**config.mk**
```make
export PLATFORM = sky130hd
export DESIGN_NAME = csr_trap
export DESIGN_NICKNAME = d
export VERILOG_FILES = /design/src/rtl/csr_pkg.sv /design/src/rtl/csr_trap.sv
export SDC_FILE = /design/constraint.sdc
export NUM_CORES = 1
export LEC_CHECK = 0
export CORE_MARGIN = 1
export CORE_UTILIZATION = 49
export CTS_CLUSTER_DIAMETER = 40
export DETAILED_ROUTE_END_ITERATION = 10
export PLACE_DENSITY = 0.84
export SYNTH_ARGS = -nofsm -noshare
export SYNTH_HDL_FRONTEND = slang
export SYNTH_SLANG_ARGS = --single-unit
```
**constraint.sdc**
```tcl
create_clock -name clk -period 2.1 [get_ports clk]
set_input_delay 0.42 -clock clk [delete_from_list [all_inputs] [get_ports clk]]
set_output_delay 0.42 -clock clk [all_outputs]
set_load 0.02 [all_outputs]
```
**src/rtl/csr_pkg.sv**
```systemverilog
// Shared machine-mode CSR definitions: addresses, field bits, op codes, FSM states.
// Latency: not applicable (declarations only).
// Backpressure: not applicable.
package csr_pkg;

  // CSR addresses
  localparam logic [11:0] CSR_MSTATUS  = 12'h300;
  localparam logic [11:0] CSR_MIE      = 12'h304;
  localparam logic [11:0] CSR_MTVEC    = 12'h305;
  localparam logic [11:0] CSR_MSCRATCH = 12'h340;
  localparam logic [11:0] CSR_MEPC     = 12'h341;
  localparam logic [11:0] CSR_MCAUSE   = 12'h342;
  localparam logic [11:0] CSR_MTVAL    = 12'h343;
  localparam logic [11:0] CSR_MIP      = 12'h344;

  // Field bit positions
  localparam int MSTATUS_MIE  = 3;
  localparam int MSTATUS_MPIE = 7;
  localparam int MIE_MEIE     = 11;
  localparam int MIP_MEIP     = 11;

  // Cause code reported for the external interrupt
  localparam logic [4:0] IRQ_CAUSE_EXT = 5'd11;

  // funct3 encodings of the CSR instructions
  localparam logic [2:0] F3_RW  = 3'b001;
  localparam logic [2:0] F3_RS  = 3'b010;
  localparam logic [2:0] F3_RC  = 3'b011;
  localparam logic [2:0] F3_RWI = 3'b101;
  localparam logic [2:0] F3_RSI = 3'b110;
  localparam logic [2:0] F3_RCI = 3'b111;

  typedef enum logic [1:0] {
    ST_IDLE     = 2'd0,
    ST_TAKE     = 2'd1,
    ST_RETURN   = 2'd2,
    ST_REDIRECT = 2'd3
  } state_t;

endpackage

```
**src/rtl/csr_trap.sv**
```systemverilog
// Machine-mode CSR file with trap entry/return sequencer and fetch redirect.
// Latency: event accepted in IDLE, redirect_valid two edges later; csr_rd combinational.
// Backpressure: evt_ready low while busy; redirect held stable until redirect_ready.
module csr_trap
  import csr_pkg::*;
#(
  parameter logic [31:0] RESET_MTVEC = 32'h0000_0000
) (
  input  logic        clk,
  input  logic        reset_n,
  input  logic        csr_we,
  input  logic [19:0] instr_31_12,
  input  logic [31:0] csr_wd,
  output logic [31:0] csr_rd,
  input  logic        exc_valid,
  input  logic [4:0]  exc_cause,
  input  logic [31:0] exc_pc,
  input  logic [31:0] exc_tval,
  input  logic        irq_ext,
  input  logic [31:0] int_pc,
  input  logic        mret_valid,
  output logic        evt_ready,
  output logic        redirect_valid,
  input  logic        redirect_ready,
  output logic [31:0] redirect_pc,
  output logic        busy
);

  logic [11:0] csr_addr;
  logic [4:0]  zimm;
  logic [2:0]  funct3;

  assign csr_addr = instr_31_12[19:8];
  assign zimm     = instr_31_12[7:3];
  assign funct3   = instr_31_12[2:0];

  state_t state, state_nxt;

  // Architectural CSR state
  logic        st_mie, st_mpie, meie;
  logic [31:0] mtvec, mscratch, mepc, mcause, mtval;

  // Event captured at acceptance, committed in TAKE
  logic        lat_irq;
  logic [4:0]  lat_cause;
  logic [31:0] lat_pc, lat_tval;

  logic        irq_pend, accept_trap, accept_mret;
  logic        sw_wr;
  logic [31:0] sw_opnd, sw_val;
  logic [31:0] trap_base, trap_target;

  assign irq_pend    = irq_ext & meie & st_mie;
  assign accept_trap = (state == ST_IDLE) && (exc_valid || irq_pend);
  assign accept_mret = (state == ST_IDLE) && !exc_valid && !irq_pend && mret_valid;

  // Vectored mode only offsets interrupts; exceptions always go to the base.
  assign trap_base   = {mtvec[31:2], 2'b00};
  assign trap_target = (lat_irq && (mtvec[1:0] == 2'b01))
                     ? trap_base + {25'd0, lat_cause, 2'b00}
                     : trap_base;

  // Combinational read of the addressed CSR; unmapped addresses read zero
  always_comb begin
    csr_rd = '0;
    case (csr_addr)
      CSR_MSTATUS: begin
        csr_rd[MSTATUS_MIE]  = st_mie;
        csr_rd[MSTATUS_MPIE] = st_mpie;
      end
      CSR_MIE:      csr_rd[MIE_MEIE] = meie;
      CSR_MTVEC:    csr_rd = mtvec;
      CSR_MSCRATCH: csr_rd = mscratch;
      CSR_MEPC:     csr_rd = mepc;
      CSR_MCAUSE:   csr_rd = mcause;
      CSR_MTVAL:    csr_rd = mtval;
      CSR_MIP:      csr_rd[MIP_MEIP] = irq_ext;
      default:      csr_rd = '0;
    endcase
  end

  // Software read-modify-write value; only honoured while idle
  always_comb begin
    sw_opnd = funct3[2] ? {27'd0, zimm} : csr_wd;
    sw_wr   = 1'b0;
    sw_val  = csr_rd;
    if (csr_we && (state == ST_IDLE)) begin
      case (funct3)
        F3_RW, F3_RWI: begin sw_wr = 1'b1; sw_val = sw_opnd;           end
        F3_RS, F3_RSI: begin sw_wr = 1'b1; sw_val = csr_rd | sw_opnd;  end
        F3_RC, F3_RCI: begin sw_wr = 1'b1; sw_val = csr_rd & ~sw_opnd; end
        default:       begin sw_wr = 1'b0; sw_val = csr_rd;            end
      endcase
    end
  end

  // FSM state register
  always_ff @(posedge clk or negedge reset_n) begin
    if (!reset_n) state <= ST_IDLE;
    else          state <= state_nxt;
  end

  // FSM next-state: exception > pending interrupt > mret
  always_comb begin
    state_nxt = state;
    case (state)
      ST_IDLE: begin
        if (accept_trap)      state_nxt = ST_TAKE;
        else if (accept_mret) state_nxt = ST_RETURN;
      end
      ST_TAKE:     state_nxt = ST_REDIRECT;
      ST_RETURN:   state_nxt = ST_REDIRECT;
      ST_REDIRECT: if (redirect_ready) state_nxt = ST_IDLE;
      default:     state_nxt = ST_IDLE;
    endcase
  end

  // FSM outputs
  always_comb begin
    evt_ready      = (state == ST_IDLE);
    busy           = (state != ST_IDLE);
    redirect_valid = (state == ST_REDIRECT);
  end

  // CSR datapath: software writes first, trap/return commits override them
  always_ff @(posedge clk or negedge reset_n) begin
    if (!reset_n) begin
      st_mie      <= 1'b0;
      st_mpie     <= 1'b0;
      meie        <= 1'b0;
      mtvec       <= RESET_MTVEC;
      mscratch    <= '0;
      mepc        <= '0;
      mcause      <= '0;
      mtval       <= '0;
      lat_irq     <= 1'b0;
      lat_cause   <= '0;
      lat_pc      <= '0;
      lat_tval    <= '0;
      redirect_pc <= '0;
    end else begin
      if (sw_wr) begin
        case (csr_addr)
          CSR_MSTATUS: begin
            st_mie  <= sw_val[MSTATUS_MIE];
            st_mpie <= sw_val[MSTATUS_MPIE];
          end
          CSR_MIE:      meie     <= sw_val[MIE_MEIE];
          CSR_MTVEC:    mtvec    <= sw_val;
          CSR_MSCRATCH: mscratch <= sw_val;
          CSR_MEPC:     mepc     <= sw_val & 32'hFFFF_FFFC;
          CSR_MCAUSE:   mcause   <= sw_val;
          CSR_MTVAL:    mtval    <= sw_val;
          default:      ;
        endcase
      end
      case (state)
        ST_IDLE: begin
          if (accept_trap) begin
            lat_irq   <= !exc_valid;
            lat_cause <= exc_valid ? exc_cause : IRQ_CAUSE_EXT;
            lat_pc    <= exc_valid ? exc_pc : int_pc;
            lat_tval  <= exc_valid ? exc_tval : 32'd0;
          end
        end
        ST_TAKE: begin
          mepc        <= lat_pc & 32'hFFFF_FFFC;
          mcause      <= {lat_irq, 26'd0, lat_cause};
          mtval       <= lat_tval;
          st_mpie     <= st_mie;
          st_mie      <= 1'b0;
          redirect_pc <= trap_target;
        end
        ST_RETURN: begin
          st_mie      <= st_mpie;
          st_mpie     <= 1'b1;
          redirect_pc <= mepc;
        end
        default: ;
      endcase
    end
  end

endmodule

```
* Yosys cells after proc, flatten, opt, wreduce, memory -nomap -nowiden
Cells that the tools add are included.
** Cells by class
- Add/subtract/negate cells :: 1
- Multiply operators :: 0
- Divide/modulo/power cells :: 0
- $lt $le $gt $ge :: 0
- Equal/unequal tests :: 20
- Shift operators :: 0
- Multiplexer cells :: 36
- Bitwise operators :: 5
- Reduce and logical (&&, ||, !) cells :: 32
** Operator list (number)
- $mux W32 :: 14
- $pmux W20 S5 :: 1
- $eq A12 B10 Y1 const B :: 8
- $pmux W32 S3 :: 1
- $pmux W32 S2 :: 1
- $pmux W3 S5 :: 3
- $add A32 B7 Y32 :: 1
- $and A32 B32 Y32 :: 1
- $not A32 Y32 :: 1
- $or A32 B32 Y32 :: 1
- $reduce_and A2 Y1 :: 9
- $pmux W1 S6 :: 2
- $reduce_bool A2 Y1 :: 6
- $eq A3 B3 Y1 const B :: 3
- $reduce_or A2 Y1 :: 4
- $pmux W1 S7 :: 1
- $eq A3 B2 Y1 const B :: 2
- $logic_and A1 B1 Y1 :: 6
- $mux W1 :: 6
- $mux W2 :: 3
- $pmux W2 S3 :: 1
- $reduce_bool A3 Y1 :: 2
- $reduce_or A6 Y1 :: 1
- $mux W5 :: 1
- other kinds (10) :: 15
** Storage, ports and cells
- Bits in registers :: 267
- Latch bits :: 0
- Memory bits (writable) :: 0
- Bits in read-only memories :: 0
- Bits of input ports :: 160
- Output and inout port bits :: 67
- Word-level logic and storage cells :: 108
- Memories kept :: 0

* Logic depth before layout (Yosys ltp)
- Depth in word-level cells :: 8
- Gate-level depth with buffers :: 10
- Depth with buffers taken out :: 9

* Worst setup path after synthesis
Ideal clock, no wire load.
- Path type :: input-to-output
- Start :: in instr_31_12[9]
- End :: out csr_rd[17]
- Arrival :: 2.082 ns
- Required time :: 1.680 ns
- Slack :: -0.402 ns
- Stages :: 7
- Buffers on the path :: 3
- Cells stage by stage :: buf_2 and2_1 clkbuf_1 clkbuf_1 a22oi_1 o22a_1 o21ai_0
** On the way
- Word-level cells in the longest chain between the ends :: 2
- Elaborated cells on any way between the ends :: 6
- Classes of those cells :: eq/ne (5); mux (1)
** RTL lines
- start, declared :: RTL line csr_trap.sv:12 : input logic [19:0] instr_31_12,
- $eq A12 B10 Y1 :: RTL line csr_trap.sv:66 : case (csr_addr)
- $pmux W20 S5 (*) :: RTL line csr_trap.sv:66
- end, declared :: RTL line csr_trap.sv:14 : output logic [31:0] csr_rd,
Mark *: on every way between the ends. The rest lies on a longest branch, timed or not.

* Final worst setup path
- Start :: reg mepc[23]
- End :: out csr_rd[23]
** On the way
- Word-level cells in the longest chain between the ends :: 1
** RTL lines
- start, declared :: RTL line csr_trap.sv:41 : logic [31:0] mtvec, mscratch, mepc, mcause, mtval;
- start signal, assigned :: RTL line csr_trap.sv:151 : CSR_MEPC: mepc <= sw_val & 32'hFFFF_FFFC;
- start signal, assigned :: RTL line csr_trap.sv:167 : mepc <= lat_pc & 32'hFFFF_FFFC;
- $pmux W20 S5 :: RTL line csr_trap.sv:66
No other way between the ends.

==> impl_results.md <==
* Leading area contributor after synthesis: dfrtp_1
* Root Buffer: clkbuf_16
* CP Cell Sequence: mux4_2 -> a22o_4 -> buf_6
* Min Tclk post-route at 2360 ps
* Most numerous cell in the Yosys netlist: dfrtp_1
* Critical path's top delay family: multiplexers
* Synth Area per Inst at approximately 9.4 sq um
* Number of flops mapped to enable cells by yosys at 0
* Cells after synthesis at ~1500
* Share of Yosys cell area claimed by the top area cell type at 47.3%
* DRC Markers at 0
* Max stage delay on crit path at 550 ps
* Initial Utilization at 49.7%
* Post-synth top cells: dfrtp_1 (261), nand2_1 (211), o21ai_0 (178)
* Detailed Route Iter0 Violations at 2007
* Max Cap Violations at 0
* Core Area at 27800 sq um
* Final wirelength at 58100 um
* Area Overhead vs Synth at 53.8%
* Setup Skew at between 20 and 30 ps
* Startpoint type of the worst setup path: flip-flop
* CP bufs+invs at 1
* WP data arrival at slightly below 2000 ps
* Fillers at 1807
* Skew-Pair Late Insertion Delay at 520 ps
* Setup-failing EPs final at 50
* Ys async rst share at 100%
* Yosys warns at 0
* Hold_ws at 402 ps
* Die Ht at ~170 um
* Max FO, Critical Path at 2
* H-tree levels at 2
* Top cells by area, synth: dfrtp_1 (47%), o21ai_0 (6.4%), nand2_1 (5.7%), a22oi_1 (4.6%), a22o_1 (3.5%)
* Die width at between 150 and 200 um
* Multi-input gate area at 7650 sq um
* GRT Util Overall at 38.8%
* Yosys cell types at between 60 and 70
* First-pass GRT wire length at about 84000 um
* Worst vdd ir at between 0.8 and 0.9 mV
* Sequential area share after synthesis at 47.3%
* Via/cell ratio at 6.36
* Final #Nets at between 2000 and 2500
* I/O Buffers at 220
* Cell Area, Synth at ~14000 sq um
* Total number of vias at 14800
* Share of cells above drive strength 1 at 31.8%
* WS Path Type: flip-flop to primary output
* Status: finished with violations
* Synth Register Bits at 261
* DRT Pass-1 Iters at 6
* Max clock buf depth at 3
* Seq. cell area at ~6500 sq um
* Hold crit path type: primary input to asynchronous set/reset pin
* TritonCTS Buffers at 36
* CTS tree: built
* Worst endpoint required time at 1680 ps
* Main flop type after synthesis: dfrtp_1
* R2r worst-path depth at 9
* DIE AREA at ~29000 sq um
* Largest net degree at the start of global routing at 56
* Antenna Violating Nets Remaining at 0
* Number of global-route vias before repair at 14400
* Total stage count of the critical path at 3
* Hold Vio Cnt, Final at 0
* RSZ-0062 raised after global routing: true
* Reg clk slew, reported paths at 60 ps
* IO Count at 227
* Worst R2R Start: mtvec[2]
* Initial antenna violation count at 1
* Detailed placement HPWL at 40800 um
* CP Launch Point: mepc[23]
* Fmax at 424 MHz
* Violated checks: negative setup slack
* Crit. End Element: primary output
* Fin cells at 2329
* Inst Count DP at around 2200
* FP Rows at 61
* Tcrit/Tclk final at 112%
* CTS Sinks at between 200 and 300
* Worst-Margin Slew at 528 ps
* Slew Viols, Final at 0
* Crit path max-delay cell type: mux4_2
* Routability congestion estimate at 0.998
* Final WS setup at -259 ps
* LEAKAGE at slightly above 0.009 uW
* Normalized max-slew margin at ~65%
* Total gr overflow at 0
* Power Density at 1060 nW/um^2
* WL/cell at about 25 um
## cell usage in the layout (no fill, tap or decap), types with 31 or more instances in the layout
| cell | Yosys | final |
|---|---|---|
| dfrtp_1 | 261 | 256 |
| buf_4 | 3 | 245 |
| nand2_1 | 211 | 180 |
| clkdlybuf4s50_1 | 0 | 171 |
| o21ai_0 | 178 | 133 |
| a22oi_1 | 84 | 68 |
| buf_6 | 1 | 68 |
| a22o_1 | 55 | 50 |
| nand3_1 | 47 | 44 |
| mux2i_1 | 43 | 43 |
| nor2_1 | 50 | 40 |
| clkbuf_16 | 0 | 38 |
| o21ai_1 | 19 | 37 |
| xnor2_1 | 40 | 35 |
| buf_12 | 0 | 33 |
| a21oi_1 | 34 | 31 |
## path summary, 6_finish.rpt
check,to,slack (ps)
setup reg to reg,redirect_pc[24],-200
hold / removal,lat_pc[20],400
max in group asynchronous,lat_cause[2],980
min in group clk,lat_pc[4],490
hold reg to reg,lat_pc[4],490
setup / recovery,csr_rd[23],-260
## where the power goes
group / internal (uW) / switching, uW
clock: 4060 / 2460
sequential: 6520 / 1340
combinational: 3710 / 4520
total: 14300 / 8320
## area by class of cell
cell class,instances,share of cell area [%]
Clock inverter,25,1.67
Antenna cell,1,0.0118
Inverter,30,0.530
Timing Repair Buffer,537,24.4
Clock buffer,40,4.41
Tap cell,378,2.23
Multi-Input combinational cell,1057,36.0
Sequential cell,261,30.8
## worst reg2reg max path: cells and delay by family (launching register included)
kind / cells / cell delay [ps]
AOI/OAI and AO/OA: 3 / 580
DFF: 1 / 360
adders and majority gates: 2 / 540
buffers and inverters: 1 / 40
and+or+nand+nor: 3 / 720
## cells by family after synthesis
group           Yosys count  share of synthesized area, %
fa+ha+maj                11                          1.05
mux                      64                          5.32
buf+inv                 146                          4.23
simple gates            426                          14.8
compound gates          509                          24.5
flops                   261                          47.3
other cells               1                        0.0271
xor+xnor                 45                          2.85
## layer usage
layer  track usage [%]  wire (um)  part of all wire, %  vias up
li1                  -          -                    -     6320
met1              52.1      21500                   37     7167
met2              60.6      26600                   46     1084
met3              9.72       7250                   12      236
met4              14.2       2770                  4.8        0
met5                 0          0                    0        -
## what timing repair did
item,CTS,global route
cloned,4,1
endpoints found under the hold margin,44,0
hold buffers,1,0
pin swaps,68,66
setup buffers,44,17
endpoints found under the setup margin,213,130
gates resized for setup,402,109
## through the flow
stage | instance area [sq um] | util, % | total power [uW] | worst slack (ps) | setup TNS (ps)
after detailed placement | 18500 | 66.6 | 15400 | -1120 | -155000
after global routing | 21200 | 76.5 | 23500 | -268 | -9160
after CTS | 20800 | 74.7 | 22100 | -274 | -7130
after floorplan | 14000 | - | 11500 | -110 | -1400
after global placement | 18500 | 66.6 | 15100 | -1090 | -144020
final | 21200 | 76.5 | 22600 | -259 | -7330
## registers in the layout, summed over array words and instances, names as in the netlist
name and count:
st_mpie 1, redirect_pc 30, lat_irq 1, mepc 30, lat_tval 32, mtvec 32, meie 1, st_mie 1
lat_pc 30, lat_cause 5, mcause 32, state 2, mscratch 32, mtval 32
Power figures use the tool's default switching activity.
